**src/rtl/qbus_dma_arb.sv**
```systemverilog
// qbus_dma_arb: Q-bus DMA bus arbiter (CPU default master + NDEV requesters)
// Runs DMR/DMG/SACK/BBSY handshake and drives hold to the MCP-1621 bbusy input.
//
// Ports:
//   pin_clk   in          clock, all state on rising edge
//   pin_sr    in          synchronous active-high system reset
//   pin_dmr   in  [NDEV]  DMA requests, bit 0 highest fixed priority
//   pin_sack  in  [NDEV]  selection acknowledge per requester
//   pin_bbsy  in          bus busy (wired-OR of all masters)
//   pin_syn   in          CPU SYNC, CPU bus cycle in progress
//   pin_dmg   out [NDEV]  one-hot DMA grant
//   pin_hold  out         CPU must not start a new bus cycle
//   pin_gid   out [IW]    index of current/last granted requester
//   pin_own   out         DMA device owns the bus (SACK phase)
//   pin_nak   out         one-cycle pulse when a grant times out
//
// Optional build macro QBUS_ARB_RR_EN: round-robin winner selection
// instead of fixed lowest-index priority.

module qbus_dma_arb #(
  parameter int NDEV = 4,
  parameter int IW   = 2,
  parameter int TMO  = 16
) (
  input  logic            pin_clk,
  input  logic            pin_sr,
  input  logic [NDEV-1:0] pin_dmr,
  input  logic [NDEV-1:0] pin_sack,
  input  logic            pin_bbsy,
  input  logic            pin_syn,
  output logic [NDEV-1:0] pin_dmg,
  output logic            pin_hold,
  output logic [IW-1:0]   pin_gid,
  output logic            pin_own,
  output logic            pin_nak
);

  typedef enum logic [1:0] {
    S_IDLE,
    S_WAIT,
    S_GRANT,
    S_OWN
  } state_t;

  state_t          r_state;
  logic [NDEV-1:0] r_dmg;
  logic            r_hold;
  logic [IW-1:0]   r_gid;
  logic            r_own;
  logic            r_nak;
  logic [7:0]      r_timer;

  logic            w_any;
  logic            w_go;
  logic [IW-1:0]   w_win;
  logic [NDEV-1:0] w_win_oh;
  logic [NDEV-1:0] w_gmask;
  logic            w_sack_g;
  logic            w_dmr_g;

  assign w_any    = |pin_dmr;
  assign w_go     = w_any & ~pin_syn & ~pin_bbsy;
  assign w_win_oh = NDEV'(1) << w_win;
  assign w_gmask  = NDEV'(1) << r_gid;
  // Only the granted requester's SACK/DMR matter; others are ignored.
  assign w_sack_g = |(pin_sack & w_gmask);
  assign w_dmr_g  = |(pin_dmr & w_gmask);

`ifdef QBUS_ARB_RR_EN
  logic [IW-1:0] r_last;

  // Search starts just after the last owner and wraps around.
  always_comb begin : p_rr
    int  v_idx;
    logic v_hit;
    w_win = '0;
    v_hit = 1'b0;
    v_idx = 0;
    for (int k = 0; k < NDEV; k++) begin
      v_idx = int'(r_last) + 1 + k;
      if (v_idx >= NDEV) v_idx = v_idx - NDEV;
      if (!v_hit && |(pin_dmr & (NDEV'(1) << v_idx))) begin
        w_win = IW'(v_idx);
        v_hit = 1'b1;
      end
    end
  end

  // Only a completed acquisition advances the pointer; timeouts do not.
  always_ff @(posedge pin_clk) begin
    if (pin_sr) begin
      r_last <= IW'(NDEV - 1);
    end else if (r_state == S_GRANT && w_sack_g) begin
      r_last <= r_gid;
    end
  end
`else
  // Lowest set index wins; scan high to low so the last hit is lowest.
  always_comb begin : p_fix
    w_win = '0;
    for (int i = NDEV - 1; i >= 0; i--) begin
      if (|(pin_dmr & (NDEV'(1) << i))) w_win = IW'(i);
    end
  end
`endif

  always_ff @(posedge pin_clk) begin
    if (pin_sr) begin
      r_state <= S_IDLE;
      r_dmg   <= '0;
      r_hold  <= 1'b0;
      r_gid   <= '0;
      r_own   <= 1'b0;
      r_nak   <= 1'b0;
      r_timer <= '0;
    end else begin
      r_nak <= 1'b0;
      unique case (r_state)
        S_IDLE, S_WAIT: begin
          // Hold tracks pending requests; WAIT re-picks the winner each cycle.
          r_hold <= w_any;
          if (w_go) begin
            r_dmg   <= w_win_oh;
            r_gid   <= w_win;
            r_timer <= 8'(TMO - 1);
            r_state <= S_GRANT;
          end else if (w_any) begin
            r_state <= S_WAIT;
          end else begin
            r_state <= S_IDLE;
          end
        end
        S_GRANT: begin
          r_hold <= 1'b1;
          if (w_sack_g) begin
            // SACK beats a simultaneous timeout.
            r_dmg   <= '0;
            r_own   <= 1'b1;
            r_state <= S_OWN;
          end else if (!w_dmr_g) begin
            r_dmg   <= '0;
            r_state <= S_IDLE;
          end else if (r_timer == 8'd0) begin
            r_dmg   <= '0;
            r_nak   <= 1'b1;
            r_state <= S_IDLE;
          end else begin
            r_timer <= r_timer - 8'd1;
          end
        end
        S_OWN: begin
          r_hold <= 1'b1;
          r_dmg  <= '0;
          if (!w_sack_g && !pin_bbsy) begin
            r_own   <= 1'b0;
            r_state <= S_IDLE;
          end
        end
        default: begin
          r_state <= S_IDLE;
        end
      endcase
    end
  end

  assign pin_dmg  = r_dmg;
  assign pin_hold = r_hold;
  assign pin_gid  = r_gid;
  assign pin_own  = r_own;
  assign pin_nak  = r_nak;

endmodule

```
**config.mk**
```make
export PLATFORM = sky130hd
export DESIGN_NAME = qbus_dma_arb
export DESIGN_NICKNAME = d
export VERILOG_FILES = /design/src/rtl/qbus_dma_arb.sv
export SDC_FILE = /design/constraint.sdc
export NUM_CORES = 1
export LEC_CHECK = 0
export ABC_AREA = 1
export CORE_MARGIN = 2
export CORE_UTILIZATION = 35
export DETAILED_ROUTE_END_ITERATION = 10
export GPL_TIMING_DRIVEN = 0
export PLACE_DENSITY = 0.57
export SKIP_CTS_REPAIR_TIMING = 1
export SYNTH_ARGS = -nofsm -noshare
export SYNTH_HDL_FRONTEND = slang
export SYNTH_SLANG_ARGS = --single-unit
```
**constraint.sdc**
```tcl
create_clock -name pin_clk -period 1.5 [get_ports pin_clk]
set_input_delay 0.3 -clock pin_clk [delete_from_list [all_inputs] [get_ports pin_clk]]
set_output_delay 0.3 -clock pin_clk [all_outputs]
set_load 0.05 [all_outputs]
```
Word level (Yosys, flattened, before mapping)
Index checks and enable logic that the tools add are counted.

Add/subtract/negate cells: 1. Equal/unequal tests: 10. Shift-type cells: 2. Mux-type cells: 26. Bitwise logic cells: 8. Reductions and logical operators: 18.

Operator list (number): 2-to-1 mux 8 bit (4); 2-to-1 mux 2 bit (9); 2-to-1 mux 4 bit (4); one-hot mux 8 bit (2 select lines) (1); != test 2 bit, second input constant (6); one-hot mux 4 bit (3 select lines) (1); OR reduction 4 bit (3); bitwise AND 4 bit (2); logical NOT 8 bit (1); left shift 1 x 2 -> 4 bit, first input constant (2); subtractor 8 x 1 -> 8 bit, second input constant (1); OR reduction 7 bit (1); one-hot mux 2 bit (3 select lines) (1); AND reduction 2 bit (3); AND reduction 5 bit (1); == test 2 bit, second input constant (2); 2-to-1 mux 1 bit (4); != test 4 bit, second input constant (1); inverter 1 bit (4); one-hot mux 1 bit (2 select lines) (2); nonzero test 2 bit (2); OR reduction 2 bit (2); AND reduction 3 bit (1); bitwise AND 1 bit (2); 4 further kinds (5).

Bits in registers: 19. Bits of input ports: 12. Output and inout port bits: 9. Word-level logic and storage cells: 72.

Depth between registers and ports, before layout
Depth after elaboration: 7. Mapped depth: 10. Gate-level depth less buffers: 10.

Least setup slack after synthesis
No wires, ideal clock.

Path type: register -> register. From: reg r_gid[1], in the netlist pin_gid[1]. To: reg r_timer[5]. Library setup time: 0.113 ns. Data arrival time: 1.528 ns. Required time: 1.387 ns. Slack: -0.141 ns. Stages on the path, launching flop included: 10. Path buffers: 0. Period minus slack after synthesis: 1.641 ns. Path through: dfxtp_1 > inv_1 > nand3_1 > nand2_1 > nor2_4 > nand3_4 > nand2_4 > nand2_1 > nand2_1 > nor2_1.

Longest elaborated chain between the ends: 5. Elaborated cells on any way between the ends: 8. Classes of those cells: eq/ne: 2; shift: 1; bitwise: 2; reduce/logical: 3.

RTL lines: start, declared (line 48) `logic [IW-1:0] r_gid;`; start signal, assigned (line 124) `r_gid <= w_win;`; left shift 1 x 2 -> 4 bit (*) (line 64) `assign w_gmask = NDEV'(1) << r_gid;`; bitwise AND 4 bit, on equally long branches (line 67, 66); OR reduction 4 bit, on equally long branches (line 67, 66); != test 2 bit (no line); AND reduction 5 bit (no line) (*); end signal, assigned (line 125) `r_timer <= 8'(TMO - 1);`; end signal, assigned (line 148) `r_timer <= r_timer - 8'd1;`; end, declared (line 51) `logic [7:0] r_timer;`.

Mark *: on every way between the ends. The rest lies on a longest branch, timed or not. A chain may end at the register's enable or synchronous reset.

Worst setup path in the final report
From: reg r_gid[0], in the netlist pin_gid[0]. To: out pin_gid[0].

RTL lines: end, declared (line 33) `output logic [IW-1:0] pin_gid,`.

No word-level cell between the ends.

==> results by group <==
Synth
  – Post-synth cell types: 21
  – Area leader, netlist: dfxtp_1
  – Mapped Cells: 170
  – Net count after synthesis: 184
  – Yosys reg bits: 19
  – Synth warn: 0
  – Top post-synthesis cells by area: dfxtp_1, nand2_1, nand3_1
  – Synthesized area: 1100 um^2
  – Syn Area/Cell: 6.48 um^2
  – Sequential area share after synthesis: 0.345
  – Synth top area share: 0.345

STA
  – Final Skew: 5.53 ps
  – Final Cycle Share: 0.961
  – Slew Viols, Final: 0
  – Total Neg Setup Slack: 0 ps
  – Crit path time final: 1440 ps
  – RSZ-0062 raised after global routing: yes
  – Final hold vios: 0
  – Worst-margin pin slew: 507 ps
  – Setup violations, final: 0
  – Hold slack: 489 ps
  – Fmax: 694 MHz
  – Relative slew slack: 0.662
  – Final WS setup: 58.6 ps

Detailed routing
  – Antenna-violating nets left: 0
  – 1st-pass router iterations: 4
  – Routed via count: 1,122
  – Via-to-Cell Ratio: 4.64
  – DRC Markers: 0
  – Total Wirelength: 2640 um
  – Starting DRT DRC Count: 24
  – Drt wl/cell: 10.9 um

Pwr
  – Switching Share: 0.378
  – Sequential cell fraction of total power: 0.435
  – Combinational share of power: 0.365
  – Clock share of power: 0.200
  – Power Total: 1.34 mW
  – P per Cell Area: 916 nW/um^2
  – Pint: 0.834 mW
  – Psw: 0.507 mW
  – Maximum VDD drop: 0.555 mV
  – Leakage: 0.796 nW

Clock tree
  – CTS tree: built
  – Worst-Skew Late Latency: 300 ps
  – CTS Buffer Depth: 2
  – CTS Buf Count: 3
  – H-tree depth: 1
  – Root Driver: clkbuf_4
  – Clock slew seen by the registers of the worst setup and hold paths: 110 ps
  – CTS Sinks: 19

Global route
  – GRT overflow: 0
  – Initial antenna violation count: 0
  – Largest net degree at the start of global routing: 11
  – GR Util All Layers: 0.160
  – Vias in the first global route: 1,065
  – First-pass GRT wire length: 4440 um

Flow run
  – Max-cap viol count: 0

Worst setup path
  – Crit start category: flop
  – Crit path max-delay family: buffers and inverters
  – Worst path max stage delay: 440 ps
  – Reg2reg path depth: 9
  – CP required: 1200 ps
  – Buf/Inv on CP: 1
  – Reg2reg start: r_state[1]
  – Worst EP arrival: 1140 ps
  – Crit-path cells: dlymetal6s2s_1
  – Worst path slowest cell: dlymetal6s2s_1
  – R2R Path End: pin_dmg[1]
  – Worst setup path class: reg2out
  – FF-to-FF setup slack: 80 ps
  – Crit. End Element: output port
  – Worst-path fanout max: 7

Die
  – Die Ht: 60.1 um
  – Core Area: 3030 um^2
  – IO Count: 21
  – # rows: 20
  – Die footprint: 3610 um^2
  – Chip width: 60.1 um
  – Initial core utilization: 0.364

Run status
  – Status: completed

Cells and area
  – Share of cells above drive strength 1: 0.136
  – Fin area: 1460 um^2
  – Fill count: 314
  – NumNets Final: 213
  – Synth-to-Final Area Change: 32.8%
  – Antenna fix cells: 0

Worst hold path
  – Worst Hold Path EP: pin_own
  – Hold Path Depth: 2
  – Hold crit path type: reg2reg
  – Worst Min Path Start: pin_own

Placement
  – Detailed placer's ending HPWL: 1950 um
  – Place WS: -453 ps
  – I/O Buffers: 20
  – Routability Congestion: 0.854
  – Dpl cell area: 1360 um^2
-- Yosys cell counts --
library cell  count
nand3_4           1
nor2_4            2
or2_1             1
nand2_4           2
ha_1              2
nand2_1          34
inv_2             3
o21ai_0           9
a21oi_1           7
clkinv_1          1
nor3_1            3
nand3_1          21
o21ai_1           7
clkbuf_1          1
a31oi_1           1
buf_6             1
dfxtp_1          19
nand3_2           2
nor2_1           24
nand4_1           4
inv_1            25
-- per-layer routing --
| layer | share of wire | track usage | up-vias |
|---|---|---|---|
| li1 | - | - | 597 |
| met1 | 0.43 | 0.183 | 505 |
| met2 | 0.53 | 0.292 | 18 |
| met3 | 0.036 | 0.0433 | 2 |
| met4 | 0.0068 | 0.0349 | 0 |
| met5 | 0 | 0 | - |
-- state kept, by name, summed over array words and instances (netlist names) --
name	cells
r_timer	8
pin_dmg	4
pin_gid	2
r_state	2
pin_hold	1
pin_nak	1
pin_own	1
-- cells by family after synthesis --
logic type                 Yosys count  share of synthesized area
buffers and inverters               31                      0.112
and+or+nand+nor                     94                      0.410
AOI/OAI and AO/OA                   24                      0.110
adders and majority gates            2                     0.0227
DFF                                 19                      0.345
-- stage by stage --
step / cells / util
3_5_place_dp: 234 / 0.449
5_1_grt: 242 / 0.483
4_1_cts: 238 / 0.458
6_report: 242 / 0.483
2_1_floorplan: 170 / -
3_3_place_gp: 234 / 0.449
-- cell type report --
| cell class | count | area (um^2) | share of cell area |
|---|---|---|---|
| Sequential cell | 19 | 388 | 0.265 |
| Buffer | 2 | 16.3 | 0.0111 |
| Tap cell | 44 | 55.1 | 0.0376 |
| Inverter | 29 | 111 | 0.0761 |
| Clock buffer | 4 | 26.3 | 0.0179 |
| Timing Repair Buffer | 24 | 253 | 0.173 |
| Multi-Input combinational cell | 120 | 614 | 0.420 |
-- power groups by stage --
stage / Clock, mW / Sequential [mW] / Combinational [mW]
after floorplan: 0 / 0.663 / 0.263
after global placement: 0 / 0.593 / 0.459
after detailed placement: 0 / 0.594 / 0.466
after CTS: 0.275 / 0.583 / 0.468
after global routing: 0.304 / 0.590 / 0.550
final: 0.268 / 0.584 / 0.490
-- worst max path at each step --
stage,from,endpoint,slack [ps],depth (start not counted)
finish,pin_gid[0],pin_gid[0],60,1
CTS,pin_gid[0],pin_gid[0],-350,1
global placement,pin_dmr[2],r_timer[5],-430,8
floorplan,pin_gid[1],r_timer[5],90,9
detailed placement,pin_dmr[2],r_timer[5],-450,8
global route,pin_dmr[3],r_timer[0],-40,7
-- cells in the final DEF, fill, tap and decap left out, types with 7 or more instances in the layout --
| master | netlist | routed |
|---|---|---|
| a21oi_1 | 7 | 7 |
| clkdlybuf4s50_1 | 0 | 11 |
| dfxtp_1 | 19 | 15 |
| dlymetal6s2s_1 | 0 | 9 |
| inv_1 | 25 | 24 |
| nand2_1 | 34 | 33 |
| nand3_1 | 21 | 21 |
| nor2_1 | 24 | 22 |
| o21ai_0 | 9 | 8 |
| o21ai_1 | 7 | 8 |
(Power assumes the default switching activity.)
